--- src/rtl/dispatch_ctrl.sv ---
// Single-entry dispatch buffer: allocates ROB tags, routes to ALU or memory issue queue.
// data_in layout: {pc[31:0], rs1/rs2/rd/imm/ALUOp/Opcode [57:0], fu_mem, fu_alu}.
module dispatch_ctrl #(
   parameter int ROB_DEPTH = 16,
   parameter int TAG_W     = 4,
   parameter int STALL_W   = 16,
   parameter int DATA_W    = 92
) (
   input  logic               clk,
   input  logic               reset,
   input  logic               valid_in,
   output logic               ready_in,
   input  logic [DATA_W-1:0]  data_in,
   output logic               alu_valid,
   input  logic               alu_ready,
   output logic               mem_valid,
   input  logic               mem_ready,
   output logic [DATA_W-1:0]  disp_data,
   output logic [TAG_W-1:0]   disp_tag,
   input  logic               rob_commit,
   input  logic               flush,
   output logic [TAG_W:0]     rob_count,
   output logic [STALL_W-1:0] stall_cycles
);

   typedef enum logic {EMPTY, HELD} state_t;

   localparam logic [TAG_W:0] FULL_CNT = (TAG_W+1)'(ROB_DEPTH);

   state_t               state_q, state_d;
   logic [DATA_W-1:0]    data_q, data_d;
   logic [TAG_W-1:0]     tail_q, tail_d;
   logic [TAG_W:0]       count_q, count_d;
   logic [STALL_W-1:0]   stall_q, stall_d;

   logic route_mem, rob_full, can_go, fire, accept, commit_ok;

   assign route_mem = data_q[1];
   assign rob_full  = (count_q == FULL_CNT);
   assign can_go    = (state_q == HELD) && !rob_full && !flush;
   assign mem_valid = can_go && route_mem;
   assign alu_valid = can_go && !route_mem;
   assign fire      = (alu_valid && alu_ready) || (mem_valid && mem_ready);
   assign ready_in  = !reset && !flush && ((state_q == EMPTY) || fire);
   assign accept    = valid_in && ready_in;
   assign commit_ok = rob_commit && (count_q != '0);

   assign disp_data    = data_q;
   assign disp_tag     = tail_q;
   assign rob_count    = count_q;
   assign stall_cycles = stall_q;

   always_comb begin
      state_d = state_q;
      data_d  = data_q;
      tail_d  = tail_q;
      count_d = count_q;
      stall_d = stall_q;
      if ((state_q == HELD) && !fire && !flush && (stall_q != '1))
         stall_d = stall_q + STALL_W'(1);
      if (flush) begin
         // Flush wins over commit, fire and accept; held data is left in place.
         state_d = EMPTY;
         tail_d  = '0;
         count_d = '0;
      end else begin
         if (accept) begin
            state_d = HELD;
            data_d  = data_in;
         end else if (fire) begin
            state_d = EMPTY;
         end
         if (fire)
            tail_d = tail_q + TAG_W'(1);
         case ({fire, commit_ok})
            2'b10:   count_d = count_q + (TAG_W+1)'(1);
            2'b01:   count_d = count_q - (TAG_W+1)'(1);
            default: count_d = count_q;
         endcase
      end
   end

   always_ff @(posedge clk or posedge reset) begin
      if (reset) begin
         state_q <= EMPTY;
         data_q  <= '0;
         tail_q  <= '0;
         count_q <= '0;
         stall_q <= '0;
      end else begin
         state_q <= state_d;
         data_q  <= data_d;
         tail_q  <= tail_d;
         count_q <= count_d;
         stall_q <= stall_d;
      end
   end

endmodule

--- config.mk ---
export PLATFORM = sky130hd
export DESIGN_NAME = dispatch_ctrl
export DESIGN_NICKNAME = d
export VERILOG_FILES = /design/src/rtl/dispatch_ctrl.sv
export SDC_FILE = /design/constraint.sdc
export NUM_CORES = 1
export LEC_CHECK = 0
export BUFFER_PORTS_ARGS = -buffer_cell sky130_fd_sc_hd__buf_2
export CORE_UTILIZATION = 52
export CTS_CLUSTER_SIZE = 8
export DETAILED_ROUTE_END_ITERATION = 6
export PLACE_DENSITY = 0.86
export SETUP_SLACK_MARGIN = 0.2
export SLEW_MARGIN = 20
export SYNTH_ARGS = -nofsm -noshare
export SYNTH_HDL_FRONTEND = slang
export SYNTH_SLANG_ARGS = --single-unit
export TNS_END_PERCENT = 20
--- constraint.sdc ---
create_clock -name clk -period 5.9 [get_ports clk]
set_input_delay 0.885 -clock clk [delete_from_list [all_inputs] [get_ports clk]]
set_output_delay 0.885 -clock clk [all_outputs]
set_load 0.03 [all_outputs]
# Yosys cells after proc, flatten, opt, wreduce, memory -nomap -nowiden
# Index checks and enable logic that the tools add are counted.
dict set report op_classes {
  n_eq_ne 4
  reduce_logical 25
  n_bitwise 2
  add_sub_neg 4
  n_mux 7
}
# op n
set op_table {}
lappend op_table {{$add 16x1->16 const B} 1}
lappend op_table {{$ne 16x16->1 const B} 1}
lappend op_table {{$logic_and 1x1->1} 13}
lappend op_table {{$pmux 5 s2} 1}
lappend op_table {{$mux 4} 2}
lappend op_table {{$reduce_bool 3->1} 2}
lappend op_table {{$add 5x1->5 const B} 1}
lappend op_table {{$eq 5x5->1 const B} 1}
lappend op_table {{$logic_not 1->1} 5}
lappend op_table {{$mux 5} 1}
lappend op_table {{$reduce_bool 5->1} 1}
lappend op_table {{$sub 5x1->5 const B} 1}
lappend op_table {{$add 4x1->4 const B} 1}
lappend op_table {{$mux 1} 3}
lappend op_table {{$eq 2x1->1 const B} 1}
lappend op_table {{$eq 2x2->1 const B} 1}
lappend op_table {{$logic_or 1x1->1} 2}
lappend op_table {{$not 1->1} 2}
lappend op_table {{$reduce_and 2->1} 1}
lappend op_table {{$reduce_bool 2->1} 1}
dict set report totals {
  reg_bits 118
  wordCells 47
  inputBits 99
}

# Logic depth before layout (Yosys ltp)
dict set report depth {
  depth_word 12
  depth_mapped 10
  mapped_depth_nobuf 10
}

# Least setup slack after synthesis
# No wires, ideal clock.
dict set report synth_timing {
  path_type {input port to flip-flop}
  startpoint {input port mem_ready}
  endpoint {register count_q[4], in the netlist rob_count[4]}
  n_path_buf 0
  path_stages 9
  t_arrival_ps 2703
  path_slack_ps 3115
  setup_ps 82
  path_cell_list {mux2_2 -> nand3_1 -> nand3_1 -> fa_1 -> nand2b_1 -> o2bb2ai_1 -> or3_1 -> a21o_1 -> a31oi_1}
}
dict set report synth_via {
  elab_chain_len 5
  elab_cells_between_ends 7
}
# element line
set synth_rtl {}
lappend synth_rtl {{from (decl)} 17} ;# input logic mem_ready,
lappend synth_rtl {{$logic_and 1x1->1 *} 43} ;# assign fire = (alu_valid && alu_ready) || (mem_valid && mem_ready);
lappend synth_rtl {{$logic_or 1x1->1 *} 43}
lappend synth_rtl {{$eq 2x1->1 / $eq 2x2->1 (equally long branches)} 75} ;# case ({fire, commit_ok})
lappend synth_rtl {{$pmux 5 s2} 75}
lappend synth_rtl {{$mux 5} 61} ;# if (flush) begin
lappend synth_rtl {{to (signal assigned)} 94} ;# count_q <= count_d;
lappend synth_rtl {{to (decl)} 33} ;# logic [TAG_W:0] count_q, count_d;
# Mark *: on every way between the ends. The rest lies on a longest branch, timed or not.
# A chain may end at the register's enable or synchronous reset.

# Worst setup path in the final report
dict set report layout_timing {
  startpoint {input port flush}
  endpoint {output port ready_in}
}
dict set report layout_via {
  elab_chain_len 7
  elab_cells_between_ends 10
}
# element line
set layout_rtl {}
lappend layout_rtl {{from (decl)} 21} ;# input logic flush,
lappend layout_rtl {{$logic_not 1->1 *} {40, 44}}
lappend layout_rtl {{$logic_and 1x1->1} 40} ;# assign can_go = (state_q == HELD) && !rob_full && !flush;
lappend layout_rtl {{$logic_and 1x1->1, on equally long branches} {42, 41}}
lappend layout_rtl {{$logic_and 1x1->1} 43}
lappend layout_rtl {{$logic_or 1x1->1} 43}
lappend layout_rtl {{$logic_or 1x1->1} 44} ;# assign ready_in = !reset && !flush && ((state_q == EMPTY) || fire);
lappend layout_rtl {{$logic_and 1x1->1 *} 44}
lappend layout_rtl {{to (decl)} 12} ;# output logic ready_in,
# Marks and branches as above.

==> results.yml <==
pwr:
  p_leak_uw: 0.00355
  power_density_mw_per_mm2: 428
  p_total_uw: 2980
  vdd_drop_max_mv: 0.264
die:
  core_mm2: 0.00973
  pin_count: 219
  die_area_mm2: 0.0104
  die_h_um: 102
  start_util: 0.535
  num_rows: 36
  die_w_um: 102
layout:
  diodes: 0
  regArea_mm2: 0.00295
  drive_gt1_frac: 0.568
  layout_commonest_cell: "buf_2"
  multiInputGateArea_mm2: 0.00213
  synthToLayoutAreaGrowth_pct: 33.5
  n_fill_cell: 706
  final_nets: 673
  final_cell_mix: "218 x buf_2, 118 x dfrtp_1, 69 x mux2_4"
setup_path:
  r2r_end: "rob_count[4]"
  worstPathArrival_ps: 2160
  critPathKind: "in2out"
  r2r_start: "rob_count[0]"
  cp_common_cell: "buf_2"
  path_buf_inv: 2
  crit_fanout: 13
  crit_path_end_kind: "output pin"
  reg2reg_slack_ps: 3030
  worst_ep_required_time_ps: 5020
  cpPeakStageDelay_ps: 460
  start_kind: "input pin"
  crit_slowest_cell: "a211oi_2"
  path_cells: "buf_2 > nand2b_1 > a211oi_2 > o21a_1 > buf_2"
  r2r_cells: 9
  cpLargestDelayFamily: "compound AO/OA/AOI/OAI gates"
min_path:
  worstHoldPathType: "reg2reg"
  hold_start: "disp_data[78]"
  holdPathStages: 1
  whs_endpoint: "disp_data[78]"
synthesis:
  synth.avg_cell_area_um2: 15.3
  synth_cells: 341
  yosysWarnings: 0
  synth_mux_area_frac: 0.261
  synth_compound_area_frac: 0.0286
  syn_nets: 446
  yosys-top-cells-area: "dfrtp_1 57%, mux2_4 20%, mux2_1 5.2%"
  synth_area_mm2: 0.00521
  synth_top_family_by_area: "multiplexers"
  ys_async_sr_fraction: 1.00
  synth_top_cell_by_area: "dfrtp_1"
  synth_cell_types: 42
  synthXorXnorAreaFrac: 0.0319
  synthAdderAreaFrac: 0.0159
  ys_seq_area_frac: 0.567
  yosys.area_share.simple: 0.0699
  synth.top_cell.area_share: 0.567
  ys_seq_elements: 118
  synth_edf_count: 0
  ys.flop_type: "dfrtp_1"
placed_design:
  globalplace.congestion: 0.795
  portBuffers: 218
  place_hpwl_mm: 8.22
clock_network:
  clk-insertion-delay-late_ps: 510
  hold_buffers: 0
  cts_tree: "done"
  cts_sinks: 118
  post_cts_buffers: 0
  htreeDepth: 4
  cts_max_path_buffers: 2
  clkTransAtPathRegs_ps: 50
  cts_resized: 0
  cts_made_buffers: 17
  root_buffer: "clkbuf_8"
global_route:
  antenna_found_initial: 0
  grt_max_degree: 63
  grt_pass1_wl_mm: 17.2
  grt_pass1_vias: 3503
  gr-usage-all-layers: 0.220
  grt-ovfl-total: 0
route:
  avgRoutedWirePerCell_um: 16.2
  vias: 3573
  ant_nets: 0
  vias_per_cell: 5.00
  drcViolationCount: 0
  first_iter_violations: 65
  first_pass_iters: 4
  drt-total-wl_mm: 11.5
timing:
  tns_ps: 0
  finClkSkew_ps: 6.87
  period_needed_ps: 3050
  fmax_mhz: 328
  drv_slew: 0
  hold_viol_final: 0
  slew_headroom: 0.459
  setup_viol: 0
  fin_crit_sh: 0.516
  worst_pin_slew_ps: 811
  rsz0062_at_grt: "false"
outcome:
  outcome: "complete, no violations"
run:
  drv_cap: 0
==> worst max-delay path by stage <==
stage / to / cells after the start / startpoint / slack, ps
after global routing: ready_in / 5 / flush / 2790
after floorplan: disp_data[0] / 1 / reset / 1890
final: ready_in / 5 / flush / 2850
after global placement: ready_in / 5 / flush / 2920
after CTS: ready_in / 5 / flush / 2860
after detailed placement: rob_count[4] / 10 / mem_ready / 2830
==> layer usage <==
layer	vias to the layer above	track usage	part of all wire	routed length (µm)
met3	21	0.0725	0.061	705
met1	1735	0.265	0.41	4710
met4	0	0.0989	0.017	198
li1	1670	-	-	-
met2	147	0.360	0.51	5930
met5	-	0	0	0
==> cell families (layout without fill, tap and decap cells) <==
group | count (synthesis) | count (layout)
AND/OR/NAND/NOR | 65 | 65
AO/OA/AOI/OAI | 16 | 16
buffers and inverters | 19 | 259
XOR/XNOR | 19 | 19
adder cells (fa/ha/maj) | 6 | 6
multiplexers | 98 | 98
flip-flops | 118 | 118
==> metrics by stage <==
step / std cells / instance area (µm²) / setup slack (ps) / hold slack, ps / util
6_report: 714 / 6960 / 2850 / 480 / 0.715
5_1_grt: 714 / 6960 / 2790 / 495 / 0.715
4_1_cts: 714 / 6960 / 2860 / 484 / 0.715
3_5_place_dp: 682 / 6380 / 2830 / 471 / 0.656
3_3_place_gp: 682 / 6380 / 2920 / 463 / 0.656
2_1_floorplan: 341 / 5210 / 1890 / 659 / -
==> registers in the layout, summed over array words and instances, names as in the netlist <==
signal / count
disp_data: 92
disp_tag: 4
rob_count: 5
stall_cycles: 16
state_q: 1
==> area by class of cell <==
| class | count | share of cell area |
|---|---|---|
| well taps | 133 | 0.0239 |
| flip-flops and latches | 118 | 0.424 |
| multi-input cells | 204 | 0.306 |
| repair buffers | 221 | 0.160 |
| clock buffers | 21 | 0.0646 |
| clock inverters | 11 | 0.0178 |
| inverters | 6 | 0.00360 |
==> synthesized netlist by cell type (5+ instances only) <==
master	n
nor2_1	12
nand4_1	9
nand2_1	14
nand3_1	9
xnor2_1	15
mux2_4	69
buf_6	8
mux2_1	24
dfrtp_1	118
inv_1	6
ha_1	5
==> power breakdown <==
| part | internal, µW | switching [µW] |
|---|---|---|
| clock | 623 | 361 |
| combinational | 360 | 558 |
| sequential | 973 | 106 |
Power figures use the tool's default switching activity.
